`src/rtl/hbm_channel_read_master.sv`:
```
// AXI4 read master for one HBM channel: splits a beat-count transfer into AR bursts
// and forwards R data to an AXI-Stream output, pulsing ctrl_done at the end.
module hbm_channel_read_master #(
    parameter int C_ADDR_WIDTH      = 64,
    parameter int C_DATA_WIDTH      = 512,
    parameter int C_XFER_WIDTH      = 32,
    parameter int C_BURST_LEN       = 64,
    parameter int C_MAX_OUTSTANDING = 16
) (
    input  logic                    clk,
    input  logic                    rst,

    input  logic                    ctrl_start,
    output logic                    ctrl_ready,
    input  logic [C_ADDR_WIDTH-1:0] ctrl_addr,
    input  logic [C_XFER_WIDTH-1:0] ctrl_beats,
    output logic                    ctrl_done,

    output logic                    m_axi_arvalid,
    input  logic                    m_axi_arready,
    output logic [C_ADDR_WIDTH-1:0] m_axi_araddr,
    output logic [7:0]              m_axi_arlen,

    input  logic                    m_axi_rvalid,
    output logic                    m_axi_rready,
    input  logic [C_DATA_WIDTH-1:0] m_axi_rdata,
    input  logic                    m_axi_rlast,

    output logic                    m_tvalid,
    input  logic                    m_tready,
    output logic [C_DATA_WIDTH-1:0] m_tdata,
    output logic                    m_tlast
);

    localparam int                    BYTES_PER_BEAT = C_DATA_WIDTH / 8;
    localparam int                    OUT_W          = $clog2(C_MAX_OUTSTANDING) + 1;
    localparam logic [C_ADDR_WIDTH-1:0] BURST_BYTES  = C_ADDR_WIDTH'(C_BURST_LEN * BYTES_PER_BEAT);
    localparam logic [C_XFER_WIDTH-1:0] BURST_BEATS  = C_XFER_WIDTH'(C_BURST_LEN);
    localparam logic [C_XFER_WIDTH-1:0] XFER_ONE     = C_XFER_WIDTH'(1);
    localparam logic [OUT_W-1:0]        OUT_MAX      = OUT_W'(C_MAX_OUTSTANDING);
    localparam logic [OUT_W-1:0]        OUT_ONE      = OUT_W'(1);

    typedef enum logic [1:0] {
        IDLE,
        ISSUE,
        DRAIN,
        DONE
    } state_t;

    state_t                  state, state_nxt;
    logic [C_ADDR_WIDTH-1:0] araddr_q;
    logic [7:0]              arlen_q;
    logic [C_XFER_WIDTH-1:0] ar_rem;
    logic [C_XFER_WIDTH-1:0] ar_rem_nxt;
    logic [C_XFER_WIDTH-1:0] r_rem;
    logic [OUT_W-1:0]        outstanding;
    logic                    start_acc;
    logic                    ar_hs;
    logic                    r_hs;
    logic                    rlast_hs;

    function automatic logic [7:0] burst_len_m1(input logic [C_XFER_WIDTH-1:0] rem);
        if (rem >= BURST_BEATS)
            return 8'(C_BURST_LEN - 1);
        else if (rem == '0)
            return '0;
        else
            return 8'(rem - XFER_ONE);
    endfunction

    // R channel is a straight pass-through; only the beat counter taps it.
    assign m_tvalid     = m_axi_rvalid;
    assign m_axi_rready = m_tready;
    assign m_tdata      = m_axi_rdata;
    assign m_tlast      = (r_rem == XFER_ONE);

    assign m_axi_araddr = araddr_q;
    assign m_axi_arlen  = arlen_q;

    assign ar_hs      = m_axi_arvalid && m_axi_arready;
    assign r_hs       = m_axi_rvalid && m_tready;
    assign rlast_hs   = r_hs && m_axi_rlast;
    assign ar_rem_nxt = ar_rem - C_XFER_WIDTH'(arlen_q) - XFER_ONE;

    always_comb begin
        state_nxt     = state;
        ctrl_ready    = 1'b0;
        ctrl_done     = 1'b0;
        m_axi_arvalid = 1'b0;
        start_acc     = 1'b0;
        case (state)
            IDLE: begin
                ctrl_ready = 1'b1;
                if (ctrl_start) begin
                    start_acc = 1'b1;
                    state_nxt = (ctrl_beats != '0) ? ISSUE : DONE;
                end
            end
            ISSUE: begin
                m_axi_arvalid = (ar_rem != '0) && (outstanding < OUT_MAX);
                if (ar_hs && ar_rem_nxt == '0)
                    state_nxt = DRAIN;
            end
            DRAIN: begin
                if (r_hs && r_rem == XFER_ONE)
                    state_nxt = DONE;
            end
            DONE: begin
                ctrl_done = 1'b1;
                state_nxt = IDLE;
            end
            default: state_nxt = IDLE;
        endcase
    end

    always_ff @(posedge clk) begin
        if (rst) begin
            state       <= IDLE;
            araddr_q    <= '0;
            arlen_q     <= '0;
            ar_rem      <= '0;
            r_rem       <= '0;
            outstanding <= '0;
        end else begin
            state <= state_nxt;

            if (start_acc) begin
                araddr_q <= ctrl_addr;
                ar_rem   <= ctrl_beats;
                arlen_q  <= burst_len_m1(ctrl_beats);
            end else if (ar_hs) begin
                araddr_q <= araddr_q + BURST_BYTES;
                ar_rem   <= ar_rem_nxt;
                arlen_q  <= burst_len_m1(ar_rem_nxt);
            end

            if (start_acc)
                r_rem <= ctrl_beats;
            else if (r_hs && r_rem != '0)
                r_rem <= r_rem - XFER_ONE;

            // A burst issued and one retired in the same cycle cancel out.
            if (ar_hs && !rlast_hs)
                outstanding <= outstanding + OUT_ONE;
            else if (!ar_hs && rlast_hs && outstanding != '0)
                outstanding <= outstanding - OUT_ONE;
        end
    end

endmodule

```
`config.mk`:
```
export PLATFORM = sky130hd
export DESIGN_NAME = hbm_channel_read_master
export DESIGN_NICKNAME = d
export VERILOG_FILES = /design/src/rtl/hbm_channel_read_master.sv
export SDC_FILE = /design/constraint.sdc
export NUM_CORES = 1
export LEC_CHECK = 0
export BUFFER_PORTS_ARGS = -buffer_cell sky130_fd_sc_hd__clkbuf_2
export CAP_MARGIN = 25
export CORE_AREA = 2 2 467 469
export DETAILED_ROUTE_END_ITERATION = 10
export DIE_AREA = 0 0 469 471
export GPL_ROUTABILITY_DRIVEN = 0
export PLACE_DENSITY_LB_ADDON = 0.2
export RECOVER_POWER = 50
export SYNTH_ARGS = -nofsm -noshare
export SYNTH_HDL_FRONTEND = slang
export SYNTH_SLANG_ARGS = --single-unit
```
`constraint.sdc`:
```
create_clock -name clk -period 3.31 [get_ports clk]
set_clock_uncertainty 0.05 [all_clocks]
set_input_delay 0.4965 -clock clk [delete_from_list [all_inputs] [get_ports clk]]
set_output_delay 0.4965 -clock clk [all_outputs]
set_load 0.005 [all_outputs]
```
==> impl_summary.txt <==
----------------------------------------------------
[Outcome]
  Outcome ... complete, no violations

[Min path]
  Hold WC Path Type ... input pin to register

[Cells and area]
  Net total in the final layout ... 1,884
  Seq. cell area ... 2869 um2
  Fraction of final layout cells sized beyond drive strength 1 ... 0.2976
  Final cell utilization of the core ... 0.06531
  Area added between synthesis and finish ... 17.51%
  Fillcell total ... 25,584
  Final cell count without fillers ... 4,115
  Total area of multi-input combinational cells ... 5197 um2
  Finished Cell Area ... 14,110 um2

[Yosys]
  Register area share after synthesis ... 0.2384
  Leading area contributor after synthesis ... sky130_fd_sc_hd__buf_4
  Most frequently used flop master after synthesis ... sky130_fd_sc_hd__dfxtp_1
  Synthesized netlist cell count ... 1,509
  Cell area after technology mapping ... 12,010 um2
  Syn_nets ... 2,146
  Async set or reset register ratio after synthesis ... 0
  Leading post-synthesis cells by instance count ... 515 x sky130_fd_sc_hd__buf_4, 143 x sky130_fd_sc_hd__dfxtp_1, 107 x sky130_fd_sc_hd__nor2_1, 100 x sky130_fd_sc_hd__nand2_1, 87 x sky130_fd_sc_hd__a21oi_1
  Largest cells by area after synthesis ... sky130_fd_sc_hd__buf_4 32%, sky130_fd_sc_hd__dfxtp_1 24%, sky130_fd_sc_hd__xor2_1 5.0%
  Post-synthesis sequential element count ... 143
  Number of enable-type register cells in the synthesized netlist ... 0
  Synth top area share ... 0.3219
  Number of distinct library cell variants in the gate-level netlist after synthesis ... 69
  Number of synthesis warnings ... 0
  Most common cell in the synthesized netlist ... sky130_fd_sc_hd__buf_4
  Synthesized area divided by synthesized cell count ... 7.959 um2

[Global routing]
  Global-route wire length before repair ... 115.8 mm
  Final global-route overflow total ... 0
  Via count of the first global-routing pass ... 9,748
  Initial antenna violation count ... 12
  GRT Util Overall ... 0.08291
  Pin count of the biggest net entering global routing ... 64

[Die]
  Effective utilization at floorplan ... 0.05558
  Number of ports placed on the die boundary ... 1,205
  Core Box Area ... 216,100 um2
  Vertical extent of the die ... 471 um
  Cell row count ... 171
  Die outline area ... 220,900 um2
  Die width ... 469 um

[Timing]
  Setup-failing EPs final ... 0
  Final period utilization ... 0.9502
  Final number of max-transition violations ... 0
  Post-route minimum period ... 3.145 ns
  Post-route setup TNS ... 0 ns
  Fmax achieved ... 318.0 MHz
  Worst relative slew slack ... 0.4521
  Number of hold violations in the final report ... 0
  Transition at the pin with the smallest max-transition slack ... 0.8156 ns
  Setup repair after global routing missed its margin ... true

[Placed design]
  Placement-stage cell area ... 13,210 um2
  Port Buf Inserts ... 180
  Dpl hpwl ... 82.58 mm
  Placed Cells ... 4,076

[Job]
  Number of maximum-capacitance constraint violations ... 0

[Clocking]
  Later-pin clock latency in the skew report ... 0.52 ns
  Number of sinks handled by clock tree synthesis ... 143
  Level count of the clock H-tree ... 4
  Clk buf depth ... 2
  CTS tree ... yes
  CTS buffer count ... 17
  Root cell of the clock tree ... sky130_fd_sc_hd__clkbuf_16
  Clock transition at the registers of the reported paths ... 0.07 ns

[Drt]
  Detail-routed net length per standard cell ... 23.00 um
  Pre-Repair DR Iteration Count ... 4
  Total via count in the routed design ... 9,251
  Total DRC errors in the routed layout ... 0
  Iter 0 DRT Violations ... 317
  Count of nets left with antenna violations after detail routing ... 0
  Detailed Route WL ... 94.65 mm
  Number of vias per cell after detailed routing ... 2.248

[Critical path]
  Critical Path End Type ... register
  Classification of the worst setup path ... register to register
  Worst endpoint data arrival time ... 3.47 ns
  Maximum fanout along the worst path ... 5
  Setup slack, reg-to-reg ... 0.16 ns
  Launch point of the worst reg-to-reg path ... m_axi_arlen[0]
  Capturing element of the worst setup path ... m_axi_arlen[4]
  Critical Path Source ... m_axi_arlen[0]
  Data required time of the critical path ... 3.63 ns
  Depth of the worst register-to-register path ... 14
  R2R Path End ... m_axi_arlen[4]
  Launching element type of the critical path ... register

[Power]
  Power density of the placed cells ... 709.1 nW/um2
  Power consumption ... 10.01 mW
  Cell leakage power ... 4.445 nW
  Maximum vdd drop ... 443.0 uV

----------------------------------------------------
-- how the worst min path moves through the flow --
stage	startpoint	end	slack (ns)	depth (start not counted)
2_1_floorplan	m_axi_araddr[0]	m_axi_araddr[0]	0.40	2
3_3_place_gp	m_axi_araddr[8]	m_axi_araddr[8]	0.39	2
6_report	ctrl_addr[8]	m_axi_araddr[8]	0.15	3
3_5_place_dp	m_axi_araddr[1]	m_axi_araddr[1]	0.40	2
5_1_grt	ctrl_addr[4]	m_axi_araddr[4]	0.12	3
4_1_cts	ctrl_addr[8]	m_axi_araddr[8]	0.07	3
-- stage by stage --
| stage | hold WS (ns) | setup slack (ns) |
|---|---|---|
| 2_1_floorplan | 0.4027 | 0.2729 |
| 3_3_place_gp | 0.3928 | -0.1833 |
| 3_5_place_dp | 0.4014 | -0.1161 |
| 4_1_cts | 0.07025 | 0.003090 |
| 5_1_grt | 0.1196 | -0.02930 |
| 6_report | 0.1510 | 0.1649 |
-- state kept, by name (all words and copies together) (netlist names) --
signal,flops
m_axi_araddr,64
ar_rem,32
r_rem,32
m_axi_arlen,8
outstanding,5
state,2
-- where the power goes --
| group | internal, mW | leakage, nW | switching [mW] |
|---|---|---|---|
| registers | 2.22 | 1.18 | 0.565 |
| clock network | 1.22 | 0.308 | 1.06 |
| logic | 2.16 | 2.95 | 2.78 |
| total | 5.60 | 4.45 | 4.41 |
-- worst max-delay path, cell delays in order (launching register included) --
cell                        delay (ns)
sky130_fd_sc_hd__dfxtp_2          0.33
sky130_fd_sc_hd__inv_2            0.06
sky130_fd_sc_hd__ha_4             0.13
sky130_fd_sc_hd__inv_2            0.04
sky130_fd_sc_hd__fa_2             0.35
sky130_fd_sc_hd__nand2b_4         0.16
sky130_fd_sc_hd__a21oi_4          0.16
sky130_fd_sc_hd__o21bai_4         0.10
sky130_fd_sc_hd__buf_6            0.13
sky130_fd_sc_hd__a21o_1           0.20
sky130_fd_sc_hd__a2111oi_4        0.42
sky130_fd_sc_hd__nand4_4          0.22
sky130_fd_sc_hd__or3_4            0.41
sky130_fd_sc_hd__o211ai_1         0.18
sky130_fd_sc_hd__a21oi_1          0.08
-- timing repair --
item	CTS	global route
setup buffers	0	6
endpoints found under the setup margin	10	14
endpoints found under the hold margin	0	0
hold buffers	0	0
gates resized for setup	13	37
pin swaps	4	24
-- kinds of logic after synthesis --
family	synth area share
adders and majority gates	0.02417
DFF	0.2384
buffers and inverters	0.3470
xor gates and xnor gates	0.08386
AOI/OAI and AO/OA	0.1367
muxes	0.003334
and+or+nand+nor	0.1666
-- layer usage --
layer / wire length (um) / global-route usage / vias up
li1: - / - / 4075
met1: 22730 / 0.05612 / 4074
met2: 43090 / 0.1330 / 722
met3: 21100 / 0.08457 / 372
met4: 7612 / 0.06061 / 8
met5: 126 / 0.002855 / -
-- layout make-up --
type / instances / area share
multi-input combinational: 777 / 0.3683
tap: 2854 / 0.2530
sequential: 143 / 0.2033
timing repair buffer: 284 / 0.1245
clock buffer: 18 / 0.03041
clock inverter: 14 / 0.01401
inverter: 24 / 0.006383
antenna: 1 / 0.0001773
-- cells in the final DEF (no fill, tap or decap), types with 4 or more instances in the layout --
cell type and count:
sky130_fd_sc_hd__or3_1 16, sky130_fd_sc_hd__or4_1 5, sky130_fd_sc_hd__clkbuf_2 178, sky130_fd_sc_hd__xnor2_1 46, sky130_fd_sc_hd__nor2b_1 4, sky130_fd_sc_hd__clkbuf_16 17
sky130_fd_sc_hd__o211ai_1 7, sky130_fd_sc_hd__a311oi_1 10, sky130_fd_sc_hd__ha_4 4, sky130_fd_sc_hd__mux2i_1 4, sky130_fd_sc_hd__nand2_1 98, sky130_fd_sc_hd__dfxtp_2 5
sky130_fd_sc_hd__buf_12 5, sky130_fd_sc_hd__inv_6 4, sky130_fd_sc_hd__nor2_1 107, sky130_fd_sc_hd__nor4_1 17, sky130_fd_sc_hd__nor4_2 4, sky130_fd_sc_hd__a211oi_1 41
sky130_fd_sc_hd__ha_1 16, sky130_fd_sc_hd__and4_1 4, sky130_fd_sc_hd__a21o_1 8, sky130_fd_sc_hd__and3_1 17, sky130_fd_sc_hd__nand3_1 34, sky130_fd_sc_hd__inv_1 22
sky130_fd_sc_hd__o21bai_1 30, sky130_fd_sc_hd__nand4_1 18, sky130_fd_sc_hd__xor2_1 69, sky130_fd_sc_hd__o21ai_0 22, sky130_fd_sc_hd__a31oi_1 11, sky130_fd_sc_hd__dfxtp_1 138
sky130_fd_sc_hd__a21oi_1 84, sky130_fd_sc_hd__nor3_1 27, sky130_fd_sc_hd__buf_4 98, sky130_fd_sc_hd__and2_1 6
Power figures use the tool's default switching activity.
